===== config.mk =====
export PLATFORM = sky130hd
export DESIGN_NAME = rst_req_filter
export DESIGN_NICKNAME = d
export VERILOG_FILES = /design/src/rtl/rst_req_filter.sv
export SDC_FILE = /design/constraint.sdc
export NUM_CORES = 1
export LEC_CHECK = 0
export CORE_MARGIN = 8
export CORE_UTILIZATION = 25
export CTS_CLUSTER_SIZE = 30
export DETAILED_ROUTE_END_ITERATION = 8
export PLACE_DENSITY = 0.42
export SLEW_MARGIN = 0
export SYNTH_ARGS = -nofsm -noshare
export SYNTH_HDL_FRONTEND = slang
export SYNTH_SLANG_ARGS = --single-unit

===== constraint.sdc =====
create_clock -name clk_25m -period 2 [get_ports clk_25m]
set_input_delay 0.5 -clock clk_25m [delete_from_list [all_inputs] [get_ports clk_25m]]
set_output_delay 0.5 -clock clk_25m [all_outputs]
set_load 0.05 [all_outputs]

===== src/rtl/rst_req_filter.sv =====
// Board reset request filter: synchronises a bouncy active-low request, rejects short
// glitches, stretches accepted requests and keeps saturating accept/reject counts.
module rst_req_filter #(
  parameter int SYNC_STAGES = 2,
  parameter int MIN_LOW     = 16,
  parameter int HOLD_CYC    = 32
) (
  input  logic       clk_25m,
  input  logic       rst_n,
  input  logic       req_rst_n,
  output logic       sys_rst_n,
  output logic       busy,
  output logic [7:0] acc_cnt,
  output logic [7:0] glitch_cnt
);

  localparam logic [1:0] ST_RUN  = 2'd0;
  localparam logic [1:0] ST_QUAL = 2'd1;
  localparam logic [1:0] ST_HOLD = 2'd2;

  localparam logic [7:0] MIN_LAST  = 8'(MIN_LOW - 1);
  localparam logic [7:0] HOLD_LAST = 8'(HOLD_CYC - 1);

  logic [SYNC_STAGES-1:0] sync_q;
  logic                   req_s;
  logic [1:0]             state, state_d;
  logic [7:0]             cnt, cnt_d;
  logic                   acc_inc, gl_inc;

  assign req_s = sync_q[SYNC_STAGES-1];

  // Synchroniser idles high so a reset of this block never looks like a request.
  always_ff @(posedge clk_25m or negedge rst_n) begin
    if (!rst_n) sync_q <= '1;
    else        sync_q <= {sync_q[SYNC_STAGES-2:0], req_rst_n};
  end

  always_comb begin
    state_d = state;
    cnt_d   = cnt;
    acc_inc = 1'b0;
    gl_inc  = 1'b0;
    case (state)
      ST_RUN: begin
        if (!req_s) begin
          if (MIN_LOW == 1) begin
            state_d = ST_HOLD;
            cnt_d   = 8'd0;
            acc_inc = 1'b1;
          end else begin
            state_d = ST_QUAL;
            cnt_d   = 8'd1;
          end
        end
      end
      ST_QUAL: begin
        if (req_s) begin
          state_d = ST_RUN;
          cnt_d   = 8'd0;
          gl_inc  = 1'b1;
        end else if (cnt == MIN_LAST) begin
          state_d = ST_HOLD;
          cnt_d   = 8'd0;
          acc_inc = 1'b1;
        end else begin
          cnt_d = cnt + 8'd1;
        end
      end
      ST_HOLD: begin
        // A renewed low restarts the stretch but is not a new request.
        if (!req_s) begin
          cnt_d = 8'd0;
        end else if (cnt == HOLD_LAST) begin
          state_d = ST_RUN;
          cnt_d   = 8'd0;
        end else begin
          cnt_d = cnt + 8'd1;
        end
      end
      default: begin
        state_d = ST_HOLD;
        cnt_d   = 8'd0;
      end
    endcase
  end

  always_ff @(posedge clk_25m or negedge rst_n) begin
    if (!rst_n) begin
      state      <= ST_HOLD;
      cnt        <= 8'd0;
      sys_rst_n  <= 1'b0;
      busy       <= 1'b1;
      acc_cnt    <= 8'd0;
      glitch_cnt <= 8'd0;
    end else begin
      state     <= state_d;
      cnt       <= cnt_d;
      sys_rst_n <= (state_d != ST_HOLD);
      busy      <= (state_d != ST_RUN);
      if (acc_inc && acc_cnt != 8'hFF)   acc_cnt    <= acc_cnt + 8'd1;
      if (gl_inc && glitch_cnt != 8'hFF) glitch_cnt <= glitch_cnt + 8'd1;
    end
  end

endmodule

# Word-level counts from Yosys, hierarchy flattened
# Index checks and enable logic that the tools add are counted.
# Widths: inputs -> output; s select.
dict set report op_classes {
  addsub 3
  n_eq_ne 8
  muxes 17
  n_reduce_logical 4
}
# operator count
set ops {}
lappend ops {{$mux 8} 5}
lappend ops {{$add 8x1->8 const B} 3}
lappend ops {{$pmux 8 s3} 1}
lappend ops {{$ne 8x8->1 const B} 2}
lappend ops {{$mux 2} 5}
lappend ops {{$eq 8x4->1 const B} 1}
lappend ops {{$eq 8x5->1 const B} 1}
lappend ops {{$pmux 2 s3} 1}
lappend ops {{$mux 1} 5}
lappend ops {{$ne 2x2->1 const B} 2}
lappend ops {{$eq 2x1->1 const B} 1}
lappend ops {{$eq 2x2->1 const B} 1}
lappend ops {{$logic_and 1x1->1} 2}
lappend ops {{$logic_not 2->1} 1}
lappend ops {{$reduce_bool 2->1} 1}
dict set report totals {
  register_bits 30
  input_bits 3
  out_inout_bits 18
}

# Longest topological paths before layout
dict set report depth {
  ltp_word 5
  depth_mapped 5
  depth_no_buf 5
}

# Worst setup path before layout
# OpenSTA, ideal clock, no wires.
dict set report synth_path {
  path_type {register -> register}
  from {reg acc_cnt[0]}
  to {reg acc_cnt[1]}
  setup_ps 128
  t_arrival_ps 1750
  slack_ps 122
  path_stages_with_launch 6
  path_buffers 0
  path_cell_list {dfrtp_1 > ha_1 > nand3_1 > nor2_1 > nor2_2 > mux2_1}
}
dict set report synth_via {
  elab_chain_cells 2
}
# item line
set synth_rtl {}
lappend synth_rtl {{start: declaration} 13} ;# output logic [7:0] acc_cnt,
lappend synth_rtl {{start signal: assignment} 100} ;# if (acc_inc && acc_cnt != 8'hFF) acc_cnt <= acc_cnt + 8'd1;
lappend synth_rtl {{branches (longest 2 deep; another with $add 8x1->8)} n/a}
# Several ways; the timed one is not identified.
# A chain may end at the register's enable or synchronous reset.

# Worst setup path in the final report
dict set report layout_path {
  from {reg cnt[0]}
  to {reg acc_cnt[7]}
}
dict set report layout_via {
  elab_chain_cells 5
}
# item line
set layout_rtl {}
lappend layout_rtl {{start: declaration} 27} ;# logic [7:0] cnt, cnt_d;
lappend layout_rtl {{start signal: assignment} 97} ;# cnt <= cnt_d;
lappend layout_rtl {{$eq 8x4->1} 61} ;# end else if (cnt == MIN_LAST) begin
lappend layout_rtl {{$mux 1} 61}
lappend layout_rtl {{$mux 1} 57} ;# if (req_s) begin
lappend layout_rtl {{$mux 1} 43} ;# case (state)
lappend layout_rtl {{$logic_and 1x1->1} 100}
# No other way between the ends.

==> impl_metrics.toml <==
[status]
status = "finished clean"

[worst_setup_path]
path_class = "flop to flop"
cp.arrival_ns = 1.96
path_buf_inv = 0
r2r_setup_slack_ns = 0.21
cp_slowest_stage_delay_ns = 0.40
reg2reg_from = "cnt[0]"
timing.rr.end = "acc_cnt[7]"
crit_fanout = 6
cp.required_ns = 2.17
path_delay_family = "simple AND/OR/NAND/NOR gates"
cp_slowest_cell = "dfrtp_1"
r2r_cells = 5
endpoint_kind = "flop"
crit_path_cell_trace = "ha_1 -> and3_1 -> nand4_4 -> nor3_1 -> mux2_2"
critPathLaunchType = "flop"

[floorplanning]
die_w_um = 93.8
rows = 28
fp.dieH_um = 93.8
start_util = 0.257
io_pins = 21
die_area_um2 = 8800
core_area_um2 = 5890

[sta]
hold_viol_final = 0
worst_pin_slew_ns = 0.455
post-route-period-util = 0.896
fin_crit_ns = 1.79
fin_setup_tns_ns = 0
setup_slack_ns = 0.208
rsz0062_at_grt = "false"
finalSetupViolations = 0
maxSlewViolCount = 0
maxSlewHeadroom = 0.696
fmax_ghz = 0.558
finClkSkew_ns = 0.00578

[clocking]
cts_buffers = 5
insertion_delay_ns = 0.28
cts_tree = "built"
post_cts_buffers = 0
clock_path_buffers = 2
cts_sinks = 30
cts_hold_buf = 0
path_clk_slew_ns = 0.06
cts_root_buffer = "clkbuf_8"
htreeDepth = 2
cts-resized-gates = 0

[grt]
grt-ovfl-total = 0
grt_pass1_vias = 1162
grt_max_degree = 31
grt_pass1_wl_um = 5740
grt_use_total = 0.0830
antenna_found_initial = 0

[routing]
drc_errors = 0
drtIter0Drc = 46
drt-total-wl_um = 3250
post_drt_wl_per_cell_um = 13.6
dr.pass1.iters = 4
vias_per_cell = 4.62
dr_total_vias = 1104
ant_nets = 0

[synth]
syn_avg_cell_area_um2 = 11.1
yosys_most_used_dff = "dfrtp_1"
ys_ff_latch = 30
syn_area_um2 = 1510
synth_cells = 136
synth_edf_count = 0
synth_seq_area_share = 0.500
syn_nets = 142
synthArstFlopShare = 1.00
ys.warnings.count = 0
ys_types = 42

[placed_design]
dp_hpwl_um = 2310
portBuffers = 20
pre_cts_ws_ns = 0.224
place_congestion = 0.788

[power_and_ir_drop]
power_density_nw_per_um2 = 922
peakVddDrop_mv = 0.400
p_leak_nw = 0.810

[hold_path]
holdPathEnd = "sync_q[1]"
hold_start = "sync_q[0]"
hold_path_class = "flop to flop"
worstHoldPathCells = 0

[finish]
insertedDiodeCount = 0
fillCellCount = 610
nets = 169
drive_above_1_share = 0.280
area_growth_pct = 21.5

[flow_run]
cap_viol_max_count = 0
-- cell usage after synthesis, drive strengths merged (2+ instances only) --
library cell  count  share of area
inv               5          0.012
nand4             4          0.026
a31oi             4          0.017
nor4              3          0.021
xor2             11          0.064
xnor2             5          0.029
nand2             9          0.022
nand3            10          0.033
mux2              3          0.022
nor2             11          0.029
nor3b             3          0.022
dfstp             4          0.069
buf               2          0.015
nor3             10          0.041
o22ai             2          0.012
dfrtp            26           0.43
ha                3          0.025
o21ai             4          0.013
-- placed cells by master (no fill, tap or decap), drive strengths merged, types with 5 or more instances in the layout --
master / n
buf: 21
clkbuf: 8
dfrtp: 26
inv: 5
nand2: 9
nand3: 10
nor2: 11
nor3: 10
xnor2: 5
xor2: 11
-- final cells by class --
cell class,instances,area (um^2),share of cell area
clock buffers,8,80.1,0.0436
inverters,5,18.8,0.0102
multi-input cells,98,712,0.387
flip-flops and latches,30,756,0.411
well taps,75,93.8,0.0511
repair buffers,23,178,0.0967
-- metal layers --
metal | part of all wire | up-vias | GRT usage | wire, um
met5 | 0 | - | 0 | 0
met4 | 0.043 | 0 | 0.0687 | 139
li1 | - | 539 | - | -
met3 | 0.059 | 11 | 0.0216 | 192
met1 | 0.45 | 523 | 0.103 | 1470
met2 | 0.44 | 31 | 0.118 | 1440
-- metrics by stage --
stage	hold WS, ns	instances	cell area, um^2	power [W]	utilization
after floorplan	0.204	136	1510	0.00109	-
after global placement	0.348	231	1760	0.00124	0.299
after detailed placement	0.347	231	1760	0.00125	0.299
after CTS	0.356	239	1840	0.00173	0.312
after global routing	0.357	239	1840	0.00180	0.312
final	0.355	239	1840	0.00169	0.312
-- cell families (layout without fill, tap and decap cells) --
| kind of cell | after synthesis | in the layout | share of synthesized area |
|---|---|---|---|
| simple gates | 56 | 56 | 0.227 |
| flops | 30 | 30 | 0.500 |
| compound gates | 19 | 19 | 0.0976 |
| xor+xnor | 16 | 16 | 0.0926 |
| buf+inv | 8 | 36 | 0.0298 |
| mux | 4 | 4 | 0.0289 |
| fa+ha+maj | 3 | 3 | 0.0248 |
-- sequential cells by signal (all words and copies together) (netlist names) --
name / cells
acc_cnt: 8
sys_rst_n: 1
state: 2
cnt: 8
busy: 1
sync_q: 2
glitch_cnt: 8
-- power breakdown --
group	internal (W)	leakage, nW	switching (W)	total (W)
logic	0.000152	0.386	0.000307	0.000459
clock network	0.000247	0.0395	0.000218	0.000465
registers	0.000677	0.385	0.0000929	0.000770
total	0.00108	0.810	0.000618	0.00169
-- worst max-delay path by stage --
stage	slack, ns	cells after the start	startpoint	endpoint
global placement	0.26	5	cnt[0]	acc_cnt[7]
CTS	0.22	5	cnt[0]	acc_cnt[7]
finish	0.21	5	cnt[0]	acc_cnt[7]
global route	0.04	5	cnt[0]	acc_cnt[7]
detailed placement	0.22	5	cnt[0]	acc_cnt[7]
floorplan	0.12	5	acc_cnt[0]	acc_cnt[1]
(Power assumes the default switching activity.)
